$ cat config.mk
export PLATFORM = sky130hd
export DESIGN_NAME = sha_wb_frontend
export DESIGN_NICKNAME = d
export VERILOG_FILES = /design/src/rtl/sha_wb_frontend.sv
export SDC_FILE = /design/constraint.sdc
export NUM_CORES = 2
export LEC_CHECK = 0
export ABC_AREA = 1
export CAP_MARGIN = 5
export CORE_ASPECT_RATIO = 1.2
export CORE_MARGIN = 3
export CORE_UTILIZATION = 31
export CTS_CLUSTER_DIAMETER = 100
export DETAILED_ROUTE_END_ITERATION = 8
export PLACE_DENSITY_LB_ADDON = 0.2
export SLEW_MARGIN = 15
export SYNTH_ARGS = -nofsm -noshare
export SYNTH_HDL_FRONTEND = slang
export SYNTH_SLANG_ARGS = --single-unit
$ cat constraint.sdc
create_clock -name wb_clk_i -period 7.6 [get_ports wb_clk_i]
set_input_delay 1.14 -clock wb_clk_i [delete_from_list [all_inputs] [get_ports wb_clk_i]]
set_output_delay 1.14 -clock wb_clk_i [all_outputs]
set_load 0.02 [all_outputs]
$ cat src/rtl/sha_wb_frontend.sv
// Wishbone register front end for a SHA hash core: message loading, start/clear
// control, digest readout and a level interrupt on completion.
module sha_wb_frontend #(
    parameter logic [31:0] BASE_ADDRESS = 32'h30000024,
    parameter int          MSG_WORDS    = 16,
    parameter int          DIGEST_WORDS = 5
) (
    input  logic                      wb_clk_i,
    input  logic                      reset_n,
    input  logic                      wbs_stb_i,
    input  logic                      wbs_cyc_i,
    input  logic                      wbs_we_i,
    input  logic [3:0]                wbs_sel_i,
    input  logic [31:0]               wbs_adr_i,
    input  logic [31:0]               wbs_dat_i,
    output logic                      wbs_ack_o,
    output logic [31:0]               wbs_dat_o,
    output logic                      core_start,
    output logic [32*MSG_WORDS-1:0]   core_msg,
    input  logic                      core_done,
    input  logic [32*DIGEST_WORDS-1:0] core_digest,
    input  logic [6:0]                core_round,
    output logic                      irq
);
    localparam logic [31:0] ID_VALUE = 32'h53484131;
    localparam logic [31:0] BAD_READ = 32'hFFFFFFEA;
    localparam logic [5:0]  MSG_LAST = 6'(MSG_WORDS - 1);
    localparam logic [3:0]  DIG_LAST = 4'(DIGEST_WORDS - 1);

    localparam logic [2:0] REG_NR      = 3'd0;
    localparam logic [2:0] REG_ID      = 3'd1;
    localparam logic [2:0] REG_MSG_IN  = 3'd2;
    localparam logic [2:0] REG_MSG_IDX = 3'd3;
    localparam logic [2:0] REG_CTRL    = 3'd4;
    localparam logic [2:0] REG_STATUS  = 3'd5;
    localparam logic [2:0] REG_DIGEST  = 3'd6;

    typedef enum logic [1:0] {
        S_IDLE = 2'd0,
        S_LOAD = 2'd1,
        S_RUN  = 2'd2,
        S_DONE = 2'd3
    } state_t;

    state_t      state_q, state_d;
    logic [31:0] msg_q [MSG_WORDS];
    logic [31:0] msg_d [MSG_WORDS];
    logic [31:0] dig_q [DIGEST_WORDS];
    logic [31:0] dig_d [DIGEST_WORDS];
    logic [5:0]  msg_idx_q, msg_idx_d;
    logic [3:0]  dig_idx_q, dig_idx_d;
    logic        auto_q, auto_d, irq_en_q, irq_en_d;
    logic        err_q, err_d, irq_q, irq_d;
    logic        ack_q, ack_d, start_q, start_d;
    logic [31:0] dat_q, dat_d;

    logic [31:0] offset;
    logic        hit, req, wr, rd;
    logic [2:0]  reg_sel;
    logic [31:0] status_word, dig_word;

    assign offset  = wbs_adr_i - BASE_ADDRESS;
    assign hit     = (offset < 32'h1C) && (offset[1:0] == 2'b00);
    assign reg_sel = offset[4:2];
    // ~ack_q keeps a held strobe from being acked on back-to-back cycles
    assign req     = wbs_stb_i & wbs_cyc_i & hit & ~ack_q;
    assign wr      = req & wbs_we_i & (wbs_sel_i == 4'hF);
    assign rd      = req & ~wbs_we_i;

    always_comb begin
        status_word        = '0;
        status_word[0]     = (state_q == S_RUN);
        status_word[1]     = (state_q == S_DONE);
        status_word[2]     = err_q;
        status_word[3]     = irq_q;
        status_word[5:4]   = state_q;
        status_word[14:8]  = core_round;
        status_word[21:16] = msg_idx_q;
        dig_word = '0;
        for (int i = 0; i < DIGEST_WORDS; i++) begin
            if (dig_idx_q == 4'(i)) dig_word = dig_q[i];
        end
    end

    always_comb begin
        logic start_fire;
        logic clear_req;
        state_d   = state_q;
        msg_d     = msg_q;
        dig_d     = dig_q;
        msg_idx_d = msg_idx_q;
        dig_idx_d = dig_idx_q;
        auto_d    = auto_q;
        irq_en_d  = irq_en_q;
        err_d     = err_q;
        irq_d     = irq_q;
        ack_d     = req;
        start_d   = 1'b0;
        dat_d     = dat_q;
        start_fire = 1'b0;
        clear_req  = 1'b0;

        if (rd) begin
            case (reg_sel)
                REG_NR:      dat_d = 32'd7;
                REG_ID:      dat_d = ID_VALUE;
                REG_MSG_IN:  dat_d = BAD_READ;
                REG_MSG_IDX: dat_d = {26'd0, msg_idx_q};
                REG_CTRL:    dat_d = {28'd0, irq_en_q, auto_q, 2'b00};
                REG_STATUS: begin
                    dat_d = status_word;
                    irq_d = 1'b0;
                end
                REG_DIGEST: begin
                    if (state_q == S_DONE) begin
                        dat_d     = dig_word;
                        dig_idx_d = (dig_idx_q == DIG_LAST) ? 4'd0 : dig_idx_q + 4'd1;
                    end else begin
                        dat_d = BAD_READ;
                    end
                end
                default: dat_d = dat_q;
            endcase
        end

        if (wr) begin
            case (reg_sel)
                REG_MSG_IN: begin
                    if (state_q == S_RUN) begin
                        err_d = 1'b1;
                    end else begin
                        for (int i = 0; i < MSG_WORDS; i++) begin
                            if (msg_idx_q == 6'(i)) msg_d[i] = wbs_dat_i;
                        end
                        msg_idx_d = (msg_idx_q == MSG_LAST) ? 6'd0 : msg_idx_q + 6'd1;
                        state_d   = S_LOAD;
                        if (auto_q && (msg_idx_q == MSG_LAST)) start_fire = 1'b1;
                    end
                end
                REG_MSG_IDX: msg_idx_d = 6'(wbs_dat_i % 32'(MSG_WORDS));
                REG_CTRL: begin
                    auto_d    = wbs_dat_i[2];
                    irq_en_d  = wbs_dat_i[3];
                    clear_req = wbs_dat_i[1];
                    if (!wbs_dat_i[3]) irq_d = 1'b0;
                    if (wbs_dat_i[0]) begin
                        if (state_q == S_RUN) err_d = 1'b1;
                        else                  start_fire = 1'b1;
                    end
                end
                default: ;
            endcase
        end

        if (start_fire) begin
            state_d = S_RUN;
            start_d = 1'b1;
        end

        if (core_done && (state_q == S_RUN)) begin
            for (int i = 0; i < DIGEST_WORDS; i++) dig_d[i] = core_digest[32*i +: 32];
            dig_idx_d = 4'd0;
            state_d   = S_DONE;
            if (irq_en_d) irq_d = 1'b1;
        end

        // CLEAR overrides every other event in the same cycle
        if (clear_req) begin
            state_d   = S_IDLE;
            for (int i = 0; i < MSG_WORDS; i++)    msg_d[i] = '0;
            for (int i = 0; i < DIGEST_WORDS; i++) dig_d[i] = '0;
            msg_idx_d = '0;
            dig_idx_d = '0;
            err_d     = 1'b0;
            irq_d     = 1'b0;
            start_d   = 1'b0;
        end
    end

    always_ff @(posedge wb_clk_i) begin
        if (!reset_n) begin
            state_q   <= S_IDLE;
            for (int i = 0; i < MSG_WORDS; i++)    msg_q[i] <= '0;
            for (int i = 0; i < DIGEST_WORDS; i++) dig_q[i] <= '0;
            msg_idx_q <= '0;
            dig_idx_q <= '0;
            auto_q    <= 1'b0;
            irq_en_q  <= 1'b0;
            err_q     <= 1'b0;
            irq_q     <= 1'b0;
            ack_q     <= 1'b0;
            start_q   <= 1'b0;
            dat_q     <= '0;
        end else begin
            state_q   <= state_d;
            for (int i = 0; i < MSG_WORDS; i++)    msg_q[i] <= msg_d[i];
            for (int i = 0; i < DIGEST_WORDS; i++) dig_q[i] <= dig_d[i];
            msg_idx_q <= msg_idx_d;
            dig_idx_q <= dig_idx_d;
            auto_q    <= auto_d;
            irq_en_q  <= irq_en_d;
            err_q     <= err_d;
            irq_q     <= irq_d;
            ack_q     <= ack_d;
            start_q   <= start_d;
            dat_q     <= dat_d;
        end
    end

    generate
        for (genvar gi = 0; gi < MSG_WORDS; gi++) begin : g_msg
            assign core_msg[32*gi +: 32] = msg_q[gi];
        end
    endgenerate

    assign wbs_ack_o  = ack_q;
    assign wbs_dat_o  = dat_q;
    assign core_start = start_q;
    assign irq        = irq_q;
endmodule
==> metrics.txt <==
status=finished, final reports clean; largest net degree at the start of global routing=190; Sum Neg Setup Slack=0 ns; Total GRT Usage=0.2482; gp weighted congestion=0.8817; Worst Path Required=8.12 ns; R2R depth=15; setup violators final=0; Comb pwr share=0.053; crit end category=flop; Worst-Skew Late Latency=0.63 ns; Starting Density=0.3132; CTS Buf Count=80; slew of the pin with the lowest slew margin=1.228 ns; drt total wl=140600 um; PostCTS Resize Cnt=0; library cells used by synthesis=44; Post-Synthesis Cell Area=32360 um2; FF-to-FF setup slack=3.56 ns; Die ar.=108300 um2; Peak VDD IR=0.1400 mV; worst reg2reg path startpoint=wbs_ack_o; critical path cell sequence=clkdlybuf4s50_1 -> nor2_4 -> nand2_2 -> nand2_2 -> nand3_1 -> xor2_1 -> nand3_1 -> nor2_1 -> nand3_2 -> nor2_4 -> nand4_2 -> nand2_8 -> inv_8 -> buf_4 -> nand2_1 -> nor2_1; drt first pass iters=6; Via density=4.793; CTS clk-pin slew, worst paths=0.06 ns; Final #Nets=5636; Psw=1960 uW; buffer and inverter count on the worst path=3; DR WL/cell=20.59 um; area delta synth->final=34.54%; share of layout cells above drive strength 1=0.04444; cell family with most CP delay=simple AND/OR/NAND/NOR gates; Leakage=0.01705 uW; final worst path period need=5.295 ns; die width=300.9 um; routed via count=32730; HPWL Detailed=97210 um; final period utilization=0.6967; MaxCap Viol Count=0; crit-path max cell delay=0.69 ns; clock sinks=722; nature of the critical path startpoint=input pin; Storage cell area=14450 um2; relative slew slack=0.1814; net switching share of the total power=0.2409; maximum clock path buffer count=3; # rows=129; Synth Register Bits=722; vias in the first global route=30620; WHS Endpoint=dig_q[78]; Flop pwr share=0.465; HP Start=dig_q[78]; IO Pins=788; max-slew violations=0; worst hold stages=2; Critical R2R Capture=core_msg[95]; clock share of power=0.482; Filler cells=10790; synthesized net count=5057; die height=359.9 um; DRT iter0 DRCs=2833; clock skew=0.02251 ns; WHS=0.4561 ns; Congestion Overflow GR=0; area of the multi-input gates=13720 um2; initial antenna violation count=13; CTS Root Cell=clkbuf_16; pwr dens=186.9 nW/um2; Syn Area/Cell=6.730 um2; Worst Path Arrival=5.81 ns; H-tree levels=3; critical path type=input pin to flop; I/O Buffers=787; Final Hold Viols=0; sequential element share of the synthesized area=0.4467; Core Area=103300 um2; first-pass GRT wire length=203400 um; cell with the largest stage delay on the worst path=nand2_8; hold_buf cts=0; hold crit path type=flop to flop; RSZ-0062 raised after global routing=false; CTS tree=built; Fmax=188.9 MHz; Post-CTS Setup Inserts=0; Worst Path Max Fanout=159; post-route ant nets=0; drt drc=0; Int Pwr=6177 uW; cells after synthesis=4808; Yosys Warn Count=0
registers in the layout (all words and copies together), names as in the netlist:
signal,count
core_msg,512
dig_q,160
wbs_dat_o,32
msg_idx_q,6
dig_idx_q,4
state_q,2
auto_q,1
core_start,1
err_q,1
irq,1
irq_en_q,1
wbs_ack_o,1
cell usage after synthesis, drive strengths merged:
cell type	count	area, um2
a211oi	1	7.510
a21oi	377	1887
a221oi	3	26.28
a31oi	7	43.79
and2	2	12.52
buf	176	1069
clkbuf	185	694.4
clkinv	2	7.510
dfxtp	722	14450
ha	8	100.1
inv	677	2541
nand2	1342	5050
nand3	331	1672
nand3b	2	15.01
nand4	273	1714
nor2	472	1820
nor3	14	85.08
nor3b	2	15.01
nor4	4	25.02
o211a	2	20.02
o211ai	9	67.56
o21a	1	7.510
o21ai	182	910.9
o21bai	1	11.26
o221ai	3	26.28
o22ai	3	18.77
or2	2	12.52
xnor2	1	8.760
xor2	4	35.03
area by class of cell:
type / count / share of cell area
clock buffers: 117 / 0.05357
flip-flops and latches: 722 / 0.3320
well taps: 1375 / 0.03952
repair buffers: 858 / 0.1941
inverters: 679 / 0.05878
diodes: 8 / 0.0004599
clock inverters: 24 / 0.006352
multi-input cells: 3046 / 0.3152
per-stage QoR:
stage | util | area [um2] | power (uW) | setup slack [ns] | std cells
after floorplan | - | 32360 | 4031 | 4.312 | 4808
after global placement | 0.3960 | 40900 | 4303 | 1.919 | 6680
after detailed placement | 0.3960 | 40900 | 4301 | 1.850 | 6680
after CTS | 0.4212 | 43510 | 8216 | 2.529 | 6821
after global routing | 0.4213 | 43520 | 8395 | 2.005 | 6824
final | 0.4214 | 43530 | 8138 | 2.305 | 6829
worst register-to-register path: stages, from the launching register on:
cell     delay (ns)
dfxtp_1        0.39
nor2_1         0.12
nand4_1        0.14
nor2_1         0.11
nand3_1        0.09
nor2_1         0.09
nand2_1        0.06
nor2_1         0.13
nand3_2        0.14
nor2_4         0.24
nand4_2        0.24
nand2_8        0.69
inv_8          0.39
buf_4          0.93
nand2_1        0.13
nor2_1         0.04
cell families after synthesis:
kind of cell	share of synthesized area
compound gates	0.09354
xor+xnor	0.001353
fa+ha+maj	0.003094
buf+inv	0.1333
simple gates	0.3221
flops	0.4467
worst max-delay path by stage:
| stage | from | end | slack [ns] | cells after the start |
|---|---|---|---|---|
| 3_5_place_dp | wbs_adr_i[4] | core_msg[496] | 1.85 | 16 |
| 6_report | wbs_adr_i[4] | core_msg[95] | 2.31 | 16 |
| 3_3_place_gp | wbs_adr_i[4] | core_msg[289] | 1.92 | 18 |
| 4_1_cts | wbs_adr_i[4] | core_msg[459] | 2.53 | 16 |
| 2_1_floorplan | wbs_adr_i[4] | core_msg[288] | 4.31 | 21 |
| 5_1_grt | wbs_adr_i[4] | core_msg[50] | 2.01 | 16 |
cells in the final DEF, fill, tap and decap left out, types with 3 or more instances in the layout:
cell and count:
o221ai_1 3, clkbuf_8 17, a21oi_1 377, clkinvlp_4 3
nor3_1 8, inv_1 670, nand4_1 272, diode_2 8
buf_12 3, o22ai_1 3, inv_2 5, nand2_1 1335
a221oi_1 3, o21ai_0 180, buf_4 68, a31oi_1 7
nor4_2 4, ha_1 8, clkinv_8 3, clkdlybuf4s50_1 787
nand3_2 6, nor2_2 9, nor2_1 457, dfxtp_1 722
bufinv_16 3, o211ai_1 9, clkbuf_1 19, clkbuf_16 81
nor3_2 4, xor2_1 4, clkinv_4 3, nand3_1 324
clkinv_2 10, nand2_2 5, nor2_4 5
routing by layer:
layer / GRT usage / wire (um)
met1: 0.3010 / 56170
met2: 0.4060 / 65080
met3: 0.06339 / 11760
met4: 0.1246 / 7527
met5: 0 / 87
power groups by stage:
| stage | combinational, uW | clock (uW) | sequential (uW) |
|---|---|---|---|
| 2_1_floorplan | 163 | 0 | 3870 |
| 3_3_place_gp | 435 | 0 | 3870 |
| 3_5_place_dp | 433 | 0 | 3870 |
| 4_1_cts | 433 | 4000 | 3780 |
| 5_1_grt | 459 | 4150 | 3780 |
| 6_report | 433 | 3920 | 3780 |
(Power assumes the default switching activity.)
